<file path="src/rtl/ovr_arb_pkg.sv">
// Shared types and helpers for the override arbiter: FSM state encoding
// and the round-robin first-set-bit search used by the picker.
package ovr_arb_pkg;

  typedef enum logic [1:0] {
    IDLE = 2'd0,
    HOLD = 2'd1,
    REL  = 2'd2
  } state_e;

  // Widest request vector the helper accepts; callers zero-extend into it.
  localparam int unsigned RR_MAX_REQ = 32;

  // Index of the first set bit of req[n-1:0] at or after ptr, wrapping
  // n-1 -> 0. Returns ptr when no bit is set (caller qualifies with |req).
  function automatic int unsigned rr_first(
    input logic [RR_MAX_REQ-1:0] req,
    input int unsigned           ptr,
    input int unsigned           n
  );
    int unsigned idx;
    logic        found;
    rr_first = ptr;
    found    = 1'b0;
    for (int unsigned i = 0; i < RR_MAX_REQ; i++) begin
      idx = ptr + i;
      if (idx >= n) idx = idx - n;
      if (!found && (i < n) && req[idx]) begin
        rr_first = idx;
        found    = 1'b1;
      end
    end
  endfunction

endpackage

</file>
<file path="src/rtl/ovr_arbiter_if.sv">
// Signal bundle between override requesters/functional driver (master)
// and the override arbiter (slave).
interface ovr_arbiter_if #(
  parameter int unsigned N_REQ  = 4,
  parameter int unsigned W      = 32,
  parameter int unsigned HOLD_W = 8
);
  localparam int unsigned IDX_W = $clog2(N_REQ);

  logic [W-1:0]       func_val;
  logic [N_REQ-1:0]   req;
  logic [N_REQ*W-1:0] ovr_val;
  logic [HOLD_W-1:0]  hold_len;

  logic [N_REQ-1:0]   gnt;
  logic               active;
  logic [IDX_W-1:0]   owner;
  logic [W-1:0]       out_val;
  logic               timeout;

  modport master (
    output func_val, req, ovr_val, hold_len,
    input  gnt, active, owner, out_val, timeout
  );

  modport slave (
    input  func_val, req, ovr_val, hold_len,
    output gnt, active, owner, out_val, timeout
  );

endinterface

</file>
<file path="src/rtl/ovr_rr_pick.sv">
// Combinational round-robin picker: first requester at or after the
// pointer, returned both one-hot and as an index.
module ovr_rr_pick
  import ovr_arb_pkg::*;
#(
  parameter int unsigned N_REQ = 4
) (
  input  logic [N_REQ-1:0]         i_req,
  input  logic [$clog2(N_REQ)-1:0] i_ptr,
  output logic [N_REQ-1:0]         o_onehot,
  output logic [$clog2(N_REQ)-1:0] o_idx,
  output logic                     o_valid
);
  localparam int unsigned IDX_W = $clog2(N_REQ);

  logic [RR_MAX_REQ-1:0] w_req_ext;
  logic [IDX_W-1:0]      w_idx;
  logic                  w_valid;

  always_comb begin
    w_req_ext              = '0;
    w_req_ext[N_REQ-1:0]   = i_req;
    w_idx                  = IDX_W'(rr_first(w_req_ext, 32'(i_ptr), N_REQ));
    w_valid                = |i_req;
  end

  assign o_idx    = w_idx;
  assign o_valid  = w_valid;
  assign o_onehot = w_valid ? (N_REQ'(1) << w_idx) : '0;

endmodule

</file>
<file path="src/rtl/ovr_arbiter.sv">
// Round-robin owner of a single override path on a W-bit signal.
// Optional hold timeout is compiled in with `define OVR_ARB_TIMEOUT_EN.
module ovr_arbiter
  import ovr_arb_pkg::*;
#(
  parameter int unsigned N_REQ  = 4,
  parameter int unsigned W      = 32,
  parameter int unsigned HOLD_W = 8
) (
  input logic          clk,
  input logic          rst_n,
  ovr_arbiter_if.slave bus
);
  localparam int unsigned IDX_W = $clog2(N_REQ);

  state_e           r_state;
  state_e           w_state_nxt;

  logic [N_REQ-1:0] r_gnt,    w_gnt_nxt;
  logic             r_active, w_active_nxt;
  logic [IDX_W-1:0] r_owner,  w_owner_nxt;
  logic [IDX_W-1:0] r_rr_ptr, w_rr_ptr_nxt;
  logic [W-1:0]     r_ovr_q,  w_ovr_q_nxt;

  logic [N_REQ-1:0] w_pick_onehot;
  logic [IDX_W-1:0] w_pick_idx;
  logic             w_pick_valid;
  logic [W-1:0]     w_ovr_arr [N_REQ];
  logic             w_owner_req;
  logic             w_expire;
  logic             w_release;

  ovr_rr_pick #(.N_REQ(N_REQ)) u_pick (
    .i_req    (bus.req),
    .i_ptr    (r_rr_ptr),
    .o_onehot (w_pick_onehot),
    .o_idx    (w_pick_idx),
    .o_valid  (w_pick_valid)
  );

  always_comb begin
    for (int unsigned i = 0; i < N_REQ; i++) begin
      w_ovr_arr[i] = bus.ovr_val[i*W +: W];
    end
  end

  assign w_owner_req = bus.req[r_owner];
  // A req drop wins over expiry, so the timeout pulse only marks true evictions.
  assign w_release   = (r_state == HOLD) && (!w_owner_req || w_expire);

`ifdef OVR_ARB_TIMEOUT_EN
  logic [HOLD_W-1:0] r_cnt;
  logic              r_timeout;

  always_ff @(posedge clk) begin
    if (!rst_n) begin
      r_cnt     <= '0;
      r_timeout <= 1'b0;
    end else begin
      r_timeout <= w_release && w_owner_req;
      if ((r_state == IDLE) && w_pick_valid) begin
        r_cnt <= bus.hold_len;
      end else if ((r_state == HOLD) && (r_cnt != '0)) begin
        r_cnt <= r_cnt - 1'b1;
      end
    end
  end

  assign w_expire    = (r_cnt == HOLD_W'(1));
  assign bus.timeout = r_timeout;
`else
  logic w_unused_hold_len;
  assign w_unused_hold_len = ^bus.hold_len;
  assign w_expire          = 1'b0;
  assign bus.timeout       = 1'b0;
`endif

  always_ff @(posedge clk) begin
    if (!rst_n) r_state <= IDLE;
    else        r_state <= w_state_nxt;
  end

  always_comb begin
    w_state_nxt = r_state;
    unique case (r_state)
      IDLE:    if (w_pick_valid) w_state_nxt = HOLD;
      HOLD:    if (w_release)    w_state_nxt = REL;
      REL:     w_state_nxt = IDLE;
      default: w_state_nxt = IDLE;
    endcase
  end

  always_comb begin
    w_gnt_nxt    = r_gnt;
    w_active_nxt = r_active;
    w_owner_nxt  = r_owner;
    w_rr_ptr_nxt = r_rr_ptr;
    w_ovr_q_nxt  = r_ovr_q;
    unique case (r_state)
      IDLE: begin
        if (w_pick_valid) begin
          w_gnt_nxt    = w_pick_onehot;
          w_active_nxt = 1'b1;
          w_owner_nxt  = w_pick_idx;
          w_ovr_q_nxt  = w_ovr_arr[w_pick_idx];
        end
      end
      HOLD: begin
        if (w_release) begin
          w_gnt_nxt    = '0;
          w_active_nxt = 1'b0;
        end
      end
      REL: begin
        w_rr_ptr_nxt = (r_owner == IDX_W'(N_REQ - 1)) ? '0 : r_owner + 1'b1;
      end
      default: ;
    endcase
  end

  always_ff @(posedge clk) begin
    if (!rst_n) begin
      r_gnt    <= '0;
      r_active <= 1'b0;
      r_owner  <= '0;
      r_rr_ptr <= '0;
      r_ovr_q  <= '0;
    end else begin
      r_gnt    <= w_gnt_nxt;
      r_active <= w_active_nxt;
      r_owner  <= w_owner_nxt;
      r_rr_ptr <= w_rr_ptr_nxt;
      r_ovr_q  <= w_ovr_q_nxt;
    end
  end

  assign bus.gnt     = r_gnt;
  assign bus.active  = r_active;
  assign bus.owner   = r_owner;
  assign bus.out_val = r_active ? r_ovr_q : bus.func_val;

endmodule

</file>
<file path="src/flat_wrapper.sv">
// flat-port wrapper written by rule: the top's interface ports become plain ports
module ovr_arbiter_flat import ovr_arb_pkg::*;
#(
  parameter int unsigned N_REQ  = 4,
  parameter int unsigned W      = 32,
  parameter int unsigned HOLD_W = 8
)
  (clk, rst_n, bus_func_val, bus_req, bus_ovr_val, bus_hold_len, bus_gnt, bus_active, bus_owner, bus_out_val, bus_timeout);
  ovr_arbiter_if #(.N_REQ(N_REQ), .W(W), .HOLD_W(HOLD_W)) bus_i ();
  input logic clk;
  input logic rst_n;
  input wire logic [$bits(bus_i.func_val)-1:0] bus_func_val;
  input wire logic [$bits(bus_i.req)-1:0] bus_req;
  input wire logic [$bits(bus_i.ovr_val)-1:0] bus_ovr_val;
  input wire logic [$bits(bus_i.hold_len)-1:0] bus_hold_len;
  output wire logic [$bits(bus_i.gnt)-1:0] bus_gnt;
  output wire logic [$bits(bus_i.active)-1:0] bus_active;
  output wire logic [$bits(bus_i.owner)-1:0] bus_owner;
  output wire logic [$bits(bus_i.out_val)-1:0] bus_out_val;
  output wire logic [$bits(bus_i.timeout)-1:0] bus_timeout;
  assign bus_i.func_val = bus_func_val;
  assign bus_i.req = bus_req;
  assign bus_i.ovr_val = bus_ovr_val;
  assign bus_i.hold_len = bus_hold_len;
  assign bus_gnt = bus_i.gnt;
  assign bus_active = bus_i.active;
  assign bus_owner = bus_i.owner;
  assign bus_out_val = bus_i.out_val;
  assign bus_timeout = bus_i.timeout;
  ovr_arbiter #(.N_REQ(N_REQ), .W(W), .HOLD_W(HOLD_W)) u_core (.clk(clk), .rst_n(rst_n), .bus(bus_i));
endmodule
</file>
<file path="config.mk">
export PLATFORM = sky130hd
export DESIGN_NAME = ovr_arbiter_flat
export DESIGN_NICKNAME = d
export VERILOG_FILES = /design/src/rtl/ovr_arb_pkg.sv /design/src/rtl/ovr_arbiter_if.sv /design/src/rtl/ovr_rr_pick.sv /design/src/rtl/ovr_arbiter.sv /design/src/flat_wrapper.sv
export SDC_FILE = /design/constraint.sdc
export NUM_CORES = 1
export LEC_CHECK = 0
export CORE_UTILIZATION = 35
export DETAILED_ROUTE_END_ITERATION = 16
export HOLD_SLACK_MARGIN = 0.02
export PLACE_DENSITY_LB_ADDON = 0.12
export RECOVER_POWER = 25
export SKIP_CTS_REPAIR_TIMING = 1
export SLEW_MARGIN = 20
export SYNTH_ARGS = -nofsm -noshare
export SYNTH_HDL_FRONTEND = slang
export SYNTH_SLANG_ARGS = --single-unit
</file>
<file path="constraint.sdc">
create_clock -name clk -period 3.32 [get_ports clk]
set_input_delay 0.83 -clock clk [delete_from_list [all_inputs] [get_ports clk]]
set_output_delay 0.83 -clock clk [all_outputs]
set_load 0.05 [all_outputs]
</file>
Word-level counts from Yosys, hierarchy flattened
Cells that the tools add are included.
{ "word_totals": {"input_bits": 174, "ff_bits": 43, "out_inout_bits": 40, "elab_cells": 80} }
{ "classes": {"magnitude_cmp": 10, "reduce_logical": 14, "eq_ne": 5, "n_shift": 1, "muxes": 35, "add_sub_neg": 8, "bitwise_logic": 1} }
{ "ops": {"columns": ["cell", "n"], "rows": [
  ["2-to-1 mux 32 bit", 7],
  ["less-than comparator 32 x 6 -> 1 bit (second input constant)", 4],
  ["binary-select mux 32 bit (select 2 bit)", 1],
  ["binary-select mux 1 bit (select 5 bit)", 4],
  ["2-to-1 mux 2 bit", 7],
  ["greater-or-equal comparator 3 bit (second input constant)", 4],
  ["subtractor 3 x 3 -> 4 bit (second input constant)", 3],
  ["2-to-1 mux 1 bit", 10],
  ["2-to-1 mux 4 bit", 2],
  ["case mux 4 bit (2 select lines)", 1],
  ["adder 2 x 2 -> 3 bit (second input constant)", 2],
  ["== test 2 bit (second input constant)", 2],
  ["logical AND 1 bit", 4],
  ["logical NOT 1 bit", 4],
  ["case mux 2 bit (2 select lines)", 1],
  ["AND reduction 2 bit", 2],
  ["OR reduction 4 bit", 1],
  ["<< shifter 1 x 2 -> 4 bit (first input constant)", 1],
  ["subtractor 2 x 3 -> 4 bit (second input constant)", 1],
  ["adder 2 x 1 -> 3 bit (second input constant)", 1],
  ["greater-or-equal comparator 2 x 3 -> 1 bit (second input constant)", 1],
  ["less-than comparator 2 x 3 -> 1 bit (second input constant)", 1],
  ["inverter 2 -> 3 bit", 1],
  ["AND reduction 3 bit", 1],
  ["other kinds (8)", 8]
]} }

Depth between registers and ports, before layout
Gate-level depths: netlist (run 1).
{ "depth": {"ltp_word": 18, "ltp_mapped": 14, "ltp_nobuf": 9} }

Hierarchy
Synthesis (run 1) repeated with hierarchy kept, for this count alone.
{ "hier_totals": {"cells_unflattened": 252, "hier_area_um2": 3071.7} }
{ "by_module_without_submodules": {"columns": ["module", "area_each_um2", "cells_each", "instances"], "rows": [
  ["ovr_arbiter", 2657.5, 201, 1],
  ["ovr_rr_pick", 414.1, 51, 1]
]} }

Least setup slack after synthesis (run 1)
Ideal clock, no wire load.
{ "synth_path": {"kind": "reg-to-reg", "start": "reg u_core.r_rr_ptr[0]", "end": "reg u_core.r_ovr_q[1]", "setup_slack_ns": -0.079, "required_ns": 3.247, "arrival_ns": 3.326, "synth_period_minus_slack_ns": 3.399, "stages_incl_launch_ff": 15, "path_cell_list": "dfxtp_1 buf_6 clkbuf_1 inv_1 ha_1 buf_2 mux2_2 a2bb2oi_1 nor4_1 mux2_2 or3_1 buf_2 buf_6 a311o_1 o211ai_2"} }
{ "synth_via": {"elab_chain_cells": 18} }
{ "synth_rtl": {"columns": ["element", "line_no", "text"], "rows": [
  ["start: declaration", "ovr_arbiter.sv:22", "logic [IDX_W-1:0] r_rr_ptr, w_rr_ptr_nxt;"],
  ["start signal: assignment", "ovr_arbiter.sv:132", "r_rr_ptr <= w_rr_ptr_nxt;"],
  ["branches (longest 13 deep; another with subtractor 3 x 3 -> 4 bit)", null, null],
  ["2-to-1 mux 2 bit (*)", "ovr_arb_pkg.sv:28", "if (!found && (i < n) && req[idx]) begin"],
  ["inverter 2 -> 3 bit (not written as such) (*)", "ovr_arbiter.sv:105", "w_ovr_q_nxt = w_ovr_arr[w_pick_idx];"],
  ["binary-select mux 32 bit (select 2 bit) (*)", "ovr_arbiter.sv:105", null],
  ["2-to-1 mux 32 bit (not written as such) (*) (2 in series)", "ovr_arbiter.sv:105", null],
  ["end signal: assignment", "ovr_arbiter.sv:133", "r_ovr_q <= w_ovr_q_nxt;"],
  ["end: declaration", "ovr_arbiter.sv:23", "logic [W-1:0] r_ovr_q, w_ovr_q_nxt;"]
]} }
Every way passes the cells marked *. The select of a mux whose other input is x is not followed.
A chain may end at the register's enable or synchronous reset.

Final worst setup path (run 1)
{ "layout_path": {"start": "reg u_core.r_rr_ptr[1]", "end": "reg u_core.r_ovr_q[15]"} }
Same word-level chain as after synthesis.

==> metrics.txt, run 1 <==
CP Data Required Time ~3.5 ns; Worst path top cell family by delay simple AND/OR/NAND/NOR gates; routed wire length 15.4 mm; clock slew at reported path FFs 0.07 ns; total CTS buffers 5; Buf/Inv on CP 2; Initial Util 36.0%; layout cell share with drive strength beyond 1 19.0%; Longest Clk Path Bufs 2; critical path peak fanout 11; initial antenna violation count 0; Final Max Tran Viols 0; Worst slew margin 59.2%; remaining global-route overflow 0; Final Instance Area 0.00683 mm²; drt first pass iters 5; global-route wire length before repair 24.0 mm; pre-CTS setup slack -0.215 ns; Worst setup EP type flop; io pins 214; critical path class reg2reg; top_reg_cell synth dfxtp_1; area of the core 0.0120 mm²; CTS tree yes; Post-synth EDFFs 0; largest net degree at the start of global routing 77; Netlist Area Pre-Place 0.00433 mm²; area post-placement 0.00668 mm²; DP Wirelength 11.3 mm; final number of setup-violating endpoints 0; VDD IR max 0.191 mV; slowest stage delay, CP ~0.46 ns; Max Cap Viol 0; drt via density 5.98; setup ws final between 0.2 and 0.3 ns; slowest cell on the critical path ha_1; via count 5037; Remaining DRCs 0; hold violation count in the final report 0; Cell Chain, Critical Path inv_1 > ha_1 > mux2i_1 > a2bb2oi_1 > nor4_1 > mux2_2 > or3_1 > buf_4 > a311o_1 > o211ai_1; cell row count 40; Detailed Route Iter0 Violations about 250; distinct cell type count after synthesis 46; diode count 0; Area Overhead vs Synth 57.9%; most common cell in the netlist a22oi_1; biggest area consumer among synthesized cells dfxtp_1; post-synthesis register bit count 43; asr flop ratio synth 0%; Slew @ Worst Pin 0.612 ns; outcome finished, final reports clean; ANT nets after route 0; sequential-to-total area share from yosys stat 19.9%; min cycle time layout 3.05 ns; mean routed wirelength per cell roughly 18 µm; Die X-Extent between 100 and 150 µm; part of the cycle the worst path needs 91.9%; final-stage net count between 800 and 900; GRT Util Overall 23.2%; Static Leak 2.62 nW; PD cells between 400 and 500 mW/mm²; RePlAce Congestion 0.785; Hold WC Path Type reg2reg; Root Buffer clkbuf_16; Synth top area share roughly a fifth; Num Clock Sinks 43; die height 113 µm; Max Clk Rate 328 MHz; Post-Syn Nets 676; hold_ws 0.480 ns; I/O Buffers 204; htree depth 2; Mapped Cells 497; mean post-synth cell area slightly below 9 µm²; RSZ-0062 raised after global routing false; top cells by area, synth dfxtp_1, a22oi_1, mux2_2, mux2i_1, a311o_1; WP data arrival 3.27 ns; die footprint 0.0128 mm²; vias in the first global route roughly 4800; Synth Warn # 0; Max Clock Skew 0.00802 ns; clock latency on the worst-skew pair between 0.2 and 0.3 ns; Post-synth top cells a22oi_1, dfxtp_1, clkbuf_1; CP Launch Type flop
## kinds of logic after synthesis
logic type / Yosys count / synth area share, %
flops: 43 / 19.9
buf+inv: 60 / 6.31
other cells: 1 / 0.0867
xor+xnor: 2 / 0.579
simple gates: 99 / 11.5
compound gates: 213 / 41.6
mux: 74 / 18.7
fa+ha+maj: 5 / 1.45
## path summary, 6_finish.rpt
path	end	depth (start not counted)	start	slack [ns]
max reg2reg	u_core.r_ovr_q[15]	10	u_core.r_rr_ptr[1]	0.27
min reg2reg	u_core.r_ovr_q[31]	2	u_core.r_ovr_q[31]	0.48
max	u_core.r_ovr_q[15]	10	u_core.r_rr_ptr[1]	0.27
min	u_core.r_ovr_q[31]	2	u_core.r_ovr_q[31]	0.48
## power by group
group / internal [mW] / switching (mW)
Combinational: 0.696 / 0.798
Sequential: 0.607 / 0.0635
Clock: 0.356 / 0.231
Total: 1.66 / 1.09
## cells in the final DEF, fill, tap and decap left out, types with 7 or more instances in the layout
| cell type | instances |
|---|---|
| buf_12 | 8 |
| a22oi_1 | 63 |
| nor2_1 | 14 |
| a21oi_1 | 7 |
| a311o_1 | 31 |
| o211ai_1 | 23 |
| a2111oi_0 | 28 |
| nand2_1 | 32 |
| dlygate4sd3_1 | 7 |
| mux2_2 | 35 |
| dfxtp_1 | 41 |
| clkbuf_1 | 11 |
| and2_1 | 31 |
| o211ai_2 | 9 |
| buf_4 | 55 |
| mux2i_1 | 35 |
| a22o_1 | 31 |
| clkdlybuf4s50_1 | 161 |
## per-stage QoR
step	instances	total power [mW]	TNS, ns	util, %
2_1_floorplan	497	1.61	0	-
3_3_place_gp	834	2.14	-3.68	55.6
3_5_place_dp	834	2.19	-4.93	55.6
4_1_cts	842	2.78	0	57.0
5_1_grt	843	2.90	0	56.9
6_report	843	2.75	0	56.9
## worst reg2reg max path: stages, from the launching register on
cell and delay, ns:
dfxtp_1 0.43, inv_1 0.09, ha_1 0.46, mux2i_1 0.16
a2bb2oi_1 0.16, nor4_1 0.29, mux2_2 0.39, or3_1 0.37
buf_4 0.21, a311o_1 0.33, o211ai_1 0.09
## metal layers
metal	GRT usage [%]	wire [µm]
met1	28.1	6540
met2	42.8	7860
met3	4.12	917
met4	4.21	127
met5	0	0
## state kept, by name, indices dropped and copies added, names as in the netlist
name	cells
u_core.bus.active	1
u_core.bus.gnt	4
u_core.bus.owner	2
u_core.r_ovr_q	32
u_core.r_rr_ptr	2
u_core.r_state	2
## final cells by class
cell class | count | area, µm²
Fill cell | 1102 | 5180
Multi-Input combinational cell | 395 | 3260
Timing Repair Buffer | 245 | 2330
Sequential cell | 43 | 863
Tap cell | 147 | 184
Clock buffer | 5 | 125
Clock inverter | 3 | 43.8
Inverter | 5 | 18.8
(Power assumes the default switching activity.)
==> run 2, diff against run 1 <==
CELL_PAD_IN_SITES_DETAIL_PLACEMENT = 0   (was default)
CELL_PAD_IN_SITES_GLOBAL_PLACEMENT = 1   (was default)
CORE_UTILIZATION = 27   (was 35)
CTS_BUF_LIST = sky130_fd_sc_hd__clkbuf_16   (was default)
SKIP_LAST_GASP = 1   (was default)
==> run 2 against run 1 <==
Cell area increased by 1.2%; non-clock buffer count is 5 higher; power decreased by 1.9%; sequential cell count did not move; register-to-register slack gained 0.07 ns; setup slack got worse by 0.16 ns; critical path type is now in2reg; largest cell class unchanged; largest power group unchanged.
==> metrics.txt, run 2 (synthesis results as in run 1) <==
outcome finished, final reports clean; max reg flops 32 (unchanged); vias in the first global route 4902 (+1.5%); clock slew at reported path FFs 0.07 ns (about the same); remaining global-route overflow 0 (unchanged); Worst slew margin 55.9% (-3.2 points); Slew @ Worst Pin 0.660 ns (+0.0484 ns); htree depth 2 (unchanged); Die X-Extent 129 µm (+14%); RSZ-0062 raised after global routing false; min cycle time layout 3.21 ns (+0.161 ns); drt first pass iters 5 (unchanged); Top reg by flops u_core.r_ovr_q; Hold WC Path Type reg2reg; total CTS buffers 5 (unchanged); cell row count 45 (+13%); CTS tree yes; CP Launch Type input port; diode count 0 (unchanged); area post-placement 0.00678 mm² (+1.5%); DP Wirelength 11.9 mm (+4.5%); Area Overhead vs Synth 59.8%; Root Buffer clkbuf_16; initial antenna violation count 0 (unchanged); Max Clock Skew 0.00463 ns (-0.00339 ns); Longest Clk Path Bufs 2 (unchanged); WP data arrival 3.44 ns (+0.17 ns); Finished Layout Cells 912 (+8.2%); final core occ 44.8% (-12 points); clock latency on the worst-skew pair 0.30 ns (about the same); placed insts 903 (+8.3%); via count 4995 (-0.83%); part of the cycle the worst path needs 96.7% (+4.8 points); pre-CTS setup slack -0.259 ns (-0.0438 ns); Detailed Route Iter0 Violations 253 (+2.8%); area of the core 0.0154 mm² (+28%); setup ws final 0.109 ns (-0.161 ns); hold violation count in the final report 0 (unchanged); Cell Chain, Critical Path clkdlybuf4s50_1 > mux2_4 > buf_4 > a311oi_1 > a2111oi_0 > mux2_2 > buf_4 > nand3_2 > buf_12 > a311o_1 > o211ai_1; commonest non-fill, non-tap cell in the layout clkdlybuf4s50_1; Remaining DRCs 0 (unchanged); global-route wire length before repair 24.9 mm (+3.9%); critical path depth 11 (+1); VDD IR max 0.188 mV (-1.7%); routed wire length 16.3 mm (+5.5%); die footprint 0.0165 mm² (+29%); GRT Util Overall 19.2% (-4.0 points); Initial Util 28.0% (-8.0 points); hold path depth 2 (unchanged); ANT nets after route 0 (unchanged); Worst path top cell family by delay buffers and inverters; slowest cell on the critical path clkdlybuf4s50_1; R2R setup slack 0.34 ns (+0.07 ns); slowest stage delay, CP 0.64 ns (+0.18 ns); Max Cap Viol 0 (unchanged); Num Clock Sinks 43 (unchanged); mean routed wirelength per cell 17.9 µm (-2.4%); Buf/Inv on CP 4 (+2); worst r2r path cells 10 (unchanged); die height 129 µm (+14%); Worst setup EP type flop; final number of setup-violating endpoints 0 (unchanged); I/O Buffers 204 (unchanged); Max Clk Rate 311 MHz (-5.0%); io pins 214 (unchanged); Static Leak 2.61 nW (-0.45%); largest net degree at the start of global routing 35 (-55%); layout cell share with drive strength beyond 1 19.7% (+0.72 points); CP Data Required Time 3.55 ns (about the same); RePlAce Congestion 0.792 (+0.94%); Final Instance Area 0.00691 mm² (+1.2%); final-stage net count 879 (+0.57%); fill count 1571 (+43%); critical path peak fanout 17 (+6); Final Max Tran Viols 0 (unchanged); PD cells 391 mW/mm² (-3.1%); drt via density 5.48 (-8.3%); CP most frequent cell buf_4; commonest cells after routing, fill and taps aside clkdlybuf4s50_1, a22oi_1, buf_4; critical path class in2reg
run 2: cell count changes in the layout (fill, tap and decap cells not counted), sizes merged:
cell           previous run  this run
bufinv                    1         0
buf                      63        68
clkinv                    2         1
dlymetal6s2s              3         1
clkdlybuf4s50           161       164
clkinvlp                  0         2
clkbuf                   16        15
run 2: metrics by stage:
stage | TNS, ns | hold slack [ns] | power [mW]
final | 0 | 0.472 | 2.70
after global placement | -5.31 | 0.452 | 2.17
after global routing | 0 | 0.506 | 2.86
after detailed placement | -5.96 | 0.461 | 2.20
after CTS | 0 | 0.478 | 2.74
after floorplan | 0 | 0.440 | 1.61
run 2: final cells by class:
| cell class | count | area, µm² | area share (%) |
|---|---|---|---|
| clock buffers | 5 | 125 | 1.81 |
| clock inverters | 3 | 20.0 | 0.290 |
| inverters | 5 | 18.8 | 0.271 |
| multi-input cells | 395 | 3280 | 47.4 |
| flip-flops and latches | 43 | 863 | 12.5 |
| well taps | 211 | 264 | 3.82 |
| repair buffers | 250 | 2350 | 33.9 |
run 2: power breakdown:
group          total, mW  leakage, nW  internal, mW  switching [mW]
clock network      0.522       0.0658         0.278           0.244
registers          0.668        0.355         0.607          0.0610
logic               1.51         2.19         0.703           0.808
total               2.70         2.61          1.59            1.11
run 2: path summary, 6_finish.rpt:
kind,from,endpoint
min reg2reg,u_core.r_ovr_q[6],u_core.r_ovr_q[6]
max reg2reg,u_core.r_rr_ptr[1],u_core.r_ovr_q[5]
max,bus_req[3],u_core.r_ovr_q[12]
min,u_core.r_ovr_q[6],u_core.r_ovr_q[6]
run 2: routing by layer:
layer | GRT usage (%) | part of all wire, %
met2 | 34.2 | 50
met3 | 4.66 | 5.7
met1 | 22.8 | 43
met5 | 0 | 0
met4 | 5.19 | 1.3
run 2: worst register-to-register path, cell delays in order, from the launching register on:
cell and delay (ns):
dfxtp_1 0.43, inv_1 0.09, ha_1 0.46, mux2_2 0.40, o2bb2ai_1 0.17, a211oi_4 0.26
buf_4 0.37, buf_4 0.19, a22oi_1 0.08, a311o_1 0.40, o211ai_2 0.07
==> run 3, diff against run 2 <==
CORE_UTILIZATION = 29   (was 27)
MAX_ROUTING_LAYER = met4   (was default)
PLACE_DENSITY = 0.83   (was default)
PLACE_DENSITY_LB_ADDON = default   (was 0.12)
clock period = 3.15 ns   (was 3.32 ns; I/O delays follow)
==> run 3 against run 2 <==
Power is 6.1% higher; routed wire length decreased by 2.7%; register-to-register slack got worse by 0.16 ns; global-route usage is 1.3 points higher; combinational power increased by 7%; clock-buffer cell count is the same; clock power is 5.7% higher; first-iteration DRC count increased by 8.7%; utilization up 3.0 points; cell area grew 0.49%; cell count decreased by 2.7%; via count rose by 0.90%; critical path type unchanged; largest cell class unchanged.
==> metrics.txt, run 3 (synthesis results as in run 1) <==
Remaining DRCs 0 (unchanged); outcome finished, final reports clean; Root Buffer clkbuf_16; largest net degree at the start of global routing 35 (unchanged); layout cell share with drive strength beyond 1 20.6% (+0.94 points); area post-placement 0.00679 mm² (+0.13%); clock slew at reported path FFs 0.07 ns (about the same); critical path class in2reg; max reg flops 32 (unchanged); mean routed wirelength per cell 17.9 µm (about the same); commonest cells after routing, fill and taps aside clkdlybuf4s50_1, buf_4, a22oi_1; pre-CTS setup slack -0.304 ns (-0.0457 ns); commonest non-fill, non-tap cell in the layout clkdlybuf4s50_1; Final Max Tran Viols 0 (unchanged); ANT nets after route 0 (unchanged); RePlAce Congestion 0.808 (+2.0%); PD cells 412 mW/mm² (+5.6%); Max Clk Rate 330 MHz; RSZ-0062 raised after global routing true; DP Wirelength 11.8 mm (-0.89%); routed wire length 15.8 mm (-2.7%); WP data arrival 3.20 ns (-0.24 ns); Worst setup EP type flop; area of the core 0.0145 mm² (-5.8%); Max Clock Skew 0.00351 ns (-0.00112 ns); Final Instance Area 0.00695 mm² (+0.49%); CTS tree yes; Hold WC Path Type reg2reg; die height 124 µm (-3.5%); CP Data Required Time 3.33 ns (-0.22 ns); final number of setup-violating endpoints 0 (unchanged); placed insts 879 (-2.7%); vias in the first global route 4837 (-1.3%); Top reg by flops u_core.r_ovr_q; VDD IR max 0.213 mV (+13%); Max Cap Viol 0 (unchanged); global-route wire length before repair 24.2 mm (-2.8%); critical path peak fanout 24 (+7); Die X-Extent 124 µm (-3.5%); drt first pass iters 5 (unchanged); Detailed Route Iter0 Violations 275 (+8.7%); hold violation count in the final report 0 (unchanged); slowest stage delay, CP 0.52 ns (-0.12 ns); I/O Buffers 204 (unchanged); fill count 1422 (-9.5%); hold_ws 0.477 ns (+0.00470 ns); Cell Chain, Critical Path clkdlybuf4s50_1 > mux2_2 > mux2i_2 > a211oi_4 > buf_4 > buf_12 > a22o_1 > a2111oi_0 > a311o_1 > o211ai_1; drt via density 5.68 (+3.7%); CP Launch Type input port; remaining global-route overflow 0 (unchanged); io pins 214 (unchanged); die footprint 0.0154 mm² (-6.8%); final-stage net count 881 (+0.23%); via count 5040 (+0.90%); diode count 0 (unchanged); final core occ 47.8% (+3.0 points); GRT Util Overall 20.5% (+1.3 points); cell row count 44 (-2.2%); part of the cycle the worst path needs 96.1%; initial antenna violation count 0 (unchanged); clock latency on the worst-skew pair 0.29 ns (about the same); slowest cell on the critical path clkdlybuf4s50_1; Static Leak 2.66 nW (+1.9%); Num Clock Sinks 43 (unchanged); setup ws final 0.124 ns (+0.0153 ns); Finished Layout Cells 887 (-2.7%); Initial Util 29.8% (+1.7 points); Longest Clk Path Bufs 2 (unchanged); Worst slew margin 60.2% (+4.2 points); Slew @ Worst Pin 0.600 ns (-0.0602 ns); Area Overhead vs Synth 60.6%; htree depth 2 (unchanged); min cycle time layout 3.03 ns; total CTS buffers 5 (unchanged)
## run 3: layout make-up
cell class / instances / area, µm² / area share [%]
clock buffer: 5 / 125 / 1.80
multi-input combinational: 394 / 3280 / 47.2
tap: 184 / 230 / 3.31
inverter: 5 / 18.8 / 0.270
sequential: 43 / 863 / 12.4
timing repair buffer: 253 / 2410 / 34.6
clock inverter: 3 / 23.8 / 0.342
## run 3: per-layer routing
metal / global-route usage (%) / wire, µm / vias to the layer above
met5: - / 0 / -
met4: 6.77 / 336 / 0
met3: 2.38 / 802 / 21
met2: 36.1 / 8190 / 163
met1: 24.1 / 6520 / 2422
li1: - / - / 2434
## run 3: stage by stage
step	TNS (ns)	total power, mW
floorplan	0	1.69
global placement	-6.43	2.29
detailed placement	-6.46	2.33
CTS	-0.00960	2.89
global route	-0.00795	3.02
finish	0	2.87
## run 3: where the power goes
group          internal (mW)  switching (mW)  leakage [nW]
registers              0.640          0.0668         0.355
logic                  0.755           0.852          2.23
clock network          0.297           0.255        0.0664
total                   1.69            1.17          2.66
## run 3: worst paths after layout
path / end / startpoint / cells past startpoint / slack, ns
worst max-delay path: u_core.r_ovr_q[0] / bus_req[1] / 10 / 0.12
worst min-delay path: u_core.r_ovr_q[21] / u_core.r_ovr_q[21] / 2 / 0.48
worst max register to register: u_core.r_ovr_q[8] / u_core.r_rr_ptr[1] / 11 / 0.18
worst min register to register: u_core.r_ovr_q[21] / u_core.r_ovr_q[21] / 2 / 0.48
## run 3: critical path: cells and delay by family
| family | cells | cell delay [ns] |
|---|---|---|
| AO/OA/AOI/OAI | 5 | 0.99 |
| multiplexers | 2 | 0.57 |
| buffers and inverters | 3 | 0.86 |
